`src/rtl/arb_req_tracker.sv`:
```
// Requester-side tracker for a fixed-priority arbiter: per-client saturating
// pending counters feed a level request vector, and each legal grant retires one request.
module arb_req_tracker #(
    parameter int N     = 32,
    parameter int CNT_W = 4,
    parameter int ID_W  = (N > 1) ? $clog2(N) : 1
) (
    input  logic            clk,
    input  logic            reset,
    input  logic [N-1:0]    evt_i,
    output logic [N-1:0]    req_o,
    input  logic [N-1:0]    gnt_i,
    output logic            srv_vld_o,
    output logic [ID_W-1:0] srv_id_o,
    output logic            pend_any_o,
    output logic            ovf_o,
    output logic            err_o,
    input  logic            clr_i
);

    localparam logic [CNT_W-1:0] CNT_MAX = {CNT_W{1'b1}};

    function automatic logic is_onehot(input logic [N-1:0] v);
        return (v != '0) && ((v & (v - N'(1))) == '0);
    endfunction

    logic [CNT_W-1:0] r_cnt     [N];
    logic [CNT_W-1:0] w_cnt_nxt [N];
    logic             w_legal;
    logic             w_illegal;
    logic             w_ovf_hit;
    logic [N-1:0]     w_dec;
    logic [ID_W-1:0]  w_gnt_id;
    logic             r_srv_vld;
    logic [ID_W-1:0]  r_srv_id;
    logic             r_ovf;
    logic             r_err;

    // Request vector decoded from the registered counters only
    always_comb begin
        for (int i = 0; i < N; i++) begin
            req_o[i] = (r_cnt[i] != '0);
        end
    end

    assign pend_any_o = |req_o;
    assign srv_vld_o  = r_srv_vld;
    assign srv_id_o   = r_srv_id;
    assign ovf_o      = r_ovf;
    assign err_o      = r_err;

    // Grant legality and index encode; the OR-accumulate is exact because only one-hot grants are used
    always_comb begin
        w_legal   = is_onehot(gnt_i) && ((gnt_i & ~req_o) == '0);
        w_illegal = (gnt_i != '0) && !w_legal;
        w_dec     = w_legal ? gnt_i : '0;
        w_gnt_id  = '0;
        for (int i = 0; i < N; i++) begin
            w_gnt_id = w_gnt_id | (gnt_i[i] ? ID_W'(i) : '0);
        end
    end

    // Per-client counter next state; a saturated increment holds and flags overflow
    always_comb begin
        w_ovf_hit = 1'b0;
        for (int i = 0; i < N; i++) begin
            w_cnt_nxt[i] = r_cnt[i];
            case ({evt_i[i], w_dec[i]})
                2'b10: begin
                    if (r_cnt[i] == CNT_MAX) begin
                        w_ovf_hit = 1'b1;
                    end else begin
                        w_cnt_nxt[i] = r_cnt[i] + CNT_W'(1);
                    end
                end
                2'b01:   w_cnt_nxt[i] = r_cnt[i] - CNT_W'(1);
                default: w_cnt_nxt[i] = r_cnt[i];
            endcase
        end
    end

    // State registers; sticky flags give set priority over clear
    always_ff @(posedge clk or posedge reset) begin
        if (reset) begin
            for (int i = 0; i < N; i++) begin
                r_cnt[i] <= '0;
            end
            r_srv_vld <= 1'b0;
            r_srv_id  <= '0;
            r_ovf     <= 1'b0;
            r_err     <= 1'b0;
        end else begin
            r_cnt     <= w_cnt_nxt;
            r_srv_vld <= w_legal;
            r_srv_id  <= w_legal ? w_gnt_id : r_srv_id;
            r_ovf     <= w_ovf_hit ? 1'b1 : (clr_i ? 1'b0 : r_ovf);
            r_err     <= w_illegal ? 1'b1 : (clr_i ? 1'b0 : r_err);
        end
    end

endmodule

```
`config.mk`:
```
export PLATFORM = sky130hd
export DESIGN_NAME = arb_req_tracker
export DESIGN_NICKNAME = d
export VERILOG_FILES = /design/src/rtl/arb_req_tracker.sv
export SDC_FILE = /design/constraint.sdc
export NUM_CORES = 1
export LEC_CHECK = 0
export ABC_AREA = 0
export ABC_CLOCK_PERIOD_IN_PS = 5660
export CAP_MARGIN = 20
export CELL_PAD_IN_SITES_DETAIL_PLACEMENT = 1
export CELL_PAD_IN_SITES_GLOBAL_PLACEMENT = 2
export CORE_ASPECT_RATIO = 1.75
export CORE_MARGIN = 5
export CORE_UTILIZATION = 36
export DETAILED_ROUTE_END_ITERATION = 10
export GPL_TIMING_DRIVEN = 0
export MAX_ROUTING_LAYER = met4
export PLACE_DENSITY = 0.86
export SYNTH_ARGS = -nofsm -noshare
export SYNTH_HDL_FRONTEND = slang
export SYNTH_SLANG_ARGS = --single-unit
```
`constraint.sdc`:
```
create_clock -name clk -period 5.66 [get_ports clk]
set_clock_uncertainty 0.15 [all_clocks]
set_input_delay 1.132 -clock clk [delete_from_list [all_inputs] [get_ports clk]]
set_output_delay 1.132 -clock clk [all_outputs]
set_load 0.01 [all_outputs]
```
==> impl_metrics.py <==
metrics = {
    "power": {
        "combPwrFrac_pct": 43.7,
        "p_sw_share_pct": 40.1,
        "p_per_area_mw_per_mm2": 449,
        "p_sw_mw": 2.27,
        "ir_drop_mv": 0.243,
        "pwr-share-clk_pct": 20.3,
        "p_seq_share_pct": 35.9,
        "p_int_mw": 3.39,
        "design_power_total_mw": 5.66,
        "p_leak_nw": 6.02,
    },
    "timing": {
        "hold_viol": 0,
        "min_period_ns": 5.55,
        "worst_slack_ns": 0.105,
        "worst_pin_slew_ns": 1.24,
        "slew_headroom_pct": 16.9,
        "finalCritPeriodShare_pct": 98.1,
        "drv_slew": 0,
        "setup_violations": 0,
        "holdWs_ns": 0.343,
        "fmaxAchievable_ghz": 0.180,
    },
    "yosys": {
        "synth_cells": 1098,
        "syn_area_per_cell_um2": 9.21,
        "synth_top_flop_cell": "dfrtp_1",
        "synthesis.nets": 1261,
        "yosysWarnings": 0,
        "synth.distinct_cells": 52,
        "yosysSeqAreaShare_pct": 33.7,
        "synth_edf_count": 0,
        "async_reset_ff_share_pct": 100,
        "synth-seq-cells": 136,
        "synth_area_mm2": 0.0101,
        "netlist.area_leader.share_pct": 33.7,
        "synth_common_cells": "175 x inv_1, 136 x dfrtp_1, 73 x nand2_1",
        "synth.top_cells.by_area": "dfrtp_1 34%, ha_1 7.9%, inv_1 6.5%",
        "yosysMostFrequentCell": "inv_1",
        "synth_top_cell_by_area": "dfrtp_1",
    },
    "clock_tree": {
        "clock_latency_ns": 0.45,
        "clk_pin_slew_ns": 0.06,
        "numClockSinks": 136,
        "tritoncts": "done",
        "htree_levels": 4,
        "cts_hold_buffers": 0,
        "clockBufferDepth": 2,
        "root_buffer": "clkbuf_16",
        "cts_inserted_buffers": 17,
    },
    "cells_and_area": {
        "multi_input_area_mm2": 0.00613,
        "final_nets": 1401,
        "fillers": 3200,
        "drive_above_1_share_pct": 12.2,
        "fin_area_mm2": 0.0126,
        "ff_latch_area_mm2": 0.00340,
        "final_cells": 1626,
        "areaGrowthSynthToFinish_pct": 24.6,
    },
    "worst_setup_path": {
        "reg2regPathDepth": 13,
        "start_kind": "primary input",
        "cp.arrival_ns": 5.72,
        "slowest_delay_ns": 0.56,
        "critPathRequiredTime_ns": 5.82,
        "crit_chain": "buf_4 > or4_4 > or4_4 > or4_4 > a222oi_1 > nand2_1 > nor4_4 > buf_6 > buf_6 > a211oi_1 > or4_4 > or4_1 > or4_4",
        "r2r_end": "ovf_o",
        "cp_max_fo": 7,
        "crit_start": "gnt_i[0]",
        "crit_cells": 13,
        "crit_path_end": "ovf_o",
        "cpMaxStageDelayCell": "or4_4",
        "cpMostUsedCell": "or4_4",
        "crit_type": "in2reg",
        "worst_setup_path_end_kind": "flop",
        "r2r_start": "r_cnt[20]",
        "path_buf_inv": 3,
        "critPathTopFamily": "simple AND/OR/NAND/NOR gates",
        "reg2reg_setup_slack_ns": 1.09,
    },
    "grt": {
        "gr-total-overflow": 0,
        "grt_start_max_net_pins": 77,
        "track_usage_pct": 22.3,
        "grt_pass1_wl_mm": 52.7,
        "grt_pass1_vias": 9871,
        "antenna_found_initial": 2,
    },
    "floorplanning": {
        "initial_core_util_pct": 36.3,
        "fp.dieH_um": 232,
        "rows": 81,
        "dieWidth_um": 137,
        "die_area_mm2": 0.0317,
        "ioPinCount": 108,
        "coreArea_mm2": 0.0279,
    },
    "placed_design": {
        "dp.cells": 1571,
        "dpl_cell_area_mm2": 0.0116,
        "port_buffers": 92,
        "dp_slack_ns": -1.85,
        "gp_congestion": 0.864,
        "hpwlAfterDp_mm": 26.1,
    },
    "detailed_routing": {
        "vias": 8974,
        "wirelength_mm": 33.1,
        "first_pass_iters": 5,
        "wl_per_cell_um": 20.4,
        "drt-initial-drc-count": 315,
        "ant_nets": 0,
        "vias_per_cell": 5.52,
        "route.detailed.drc": 0,
    },
    "outcome": {
        "status": "complete, no violations",
    },
    "worst_hold_path": {
        "hold_path.class": "reg2reg",
    },
    "job": {
        "cap_violations": 0,
    },
}
repair_timing:
item,in CTS,in global routing
endpoints found under the setup margin,132,28
gates resized for setup,67,44
pin swaps,8,14
buffers inserted,21,4
flip-flops by register name, summed over array words and instances, names as in the netlist:
| signal | flops |
|---|---|
| srv_vld_o | 1 |
| r_cnt | 128 |
| srv_id_o | 5 |
| ovf_o | 1 |
| err_o | 1 |
placed cells by master, fill, tap and decap left out, types with 11 or more instances in the layout:
master	instances
inv_1	170
dfrtp_1	136
clkdlybuf4s50_1	81
nand2_1	73
xnor2_1	69
ha_1	64
nand4_1	62
nand3_1	47
mux2i_1	46
nor4_1	44
a21oi_1	44
nor2_1	36
a21o_1	34
fa_1	32
xor2_1	25
mux2_2	24
buf_4	23
a211oi_1	20
clkbuf_16	18
clkbuf_1	15
o31ai_1	13
o21ai_0	13
buf_2	12
or4_4	11
per-stage QoR:
stage | utilization, % | TNS (ns)
4_1_cts | 44.8 | 0
6_report | 45.2 | 0
3_5_place_dp | 41.7 | -149.63
5_1_grt | 45.2 | -0.0330
3_3_place_gp | 41.4 | -366.37
2_1_floorplan | - | -0.0230
power by group through the flow:
stage	combinational, mW	sequential [mW]	clock [mW]
floorplan	1.79	1.87	0
finish	2.48	2.03	1.15
global placement	2.32	2.01	0
CTS	2.51	2.03	1.18
detailed placement	2.47	2.04	0
global route	2.80	2.11	1.22
per-layer routing:
metal	vias up	global-route usage, %	wire length (um)
met4	0	10.6	1700
met1	4518	23.2	12100
met3	71	4.60	1430
li1	4165	-	-
met5	-	-	0
met2	220	39.5	17800
how the worst min path moves through the flow:
stage | from | to | cells after the start
final | r_cnt[63] | r_cnt[63] | 1
after global routing | r_cnt[19] | r_cnt[19] | 1
after CTS | r_cnt[63] | r_cnt[63] | 1
after detailed placement | r_cnt[63] | r_cnt[63] | 1
after global placement | r_cnt[63] | r_cnt[63] | 1
after floorplan | r_cnt[107] | r_cnt[107] | 1
cell type report:
class	instances	area share, %
Clock inverter	14	1.25
Buffer	27	1.56
Antenna cell	2	0.0397
Timing Repair Buffer	123	9.17
Multi-Input combinational cell	758	48.6
Tap cell	373	3.70
Sequential cell	136	27.0
Clock buffer	18	3.41
Inverter	175	5.25
logic make-up after synthesis:
kind of cell	Yosys count	synth area share (%)
adder cells (fa/ha/maj)	97	14.4
buffers and inverters	204	7.68
XOR/XNOR	94	8.14
AND/OR/NAND/NOR	322	17.1
flip-flops	136	33.7
AO/OA/AOI/OAI	175	11.8
multiplexers	70	7.23
(Power assumes the default switching activity.)
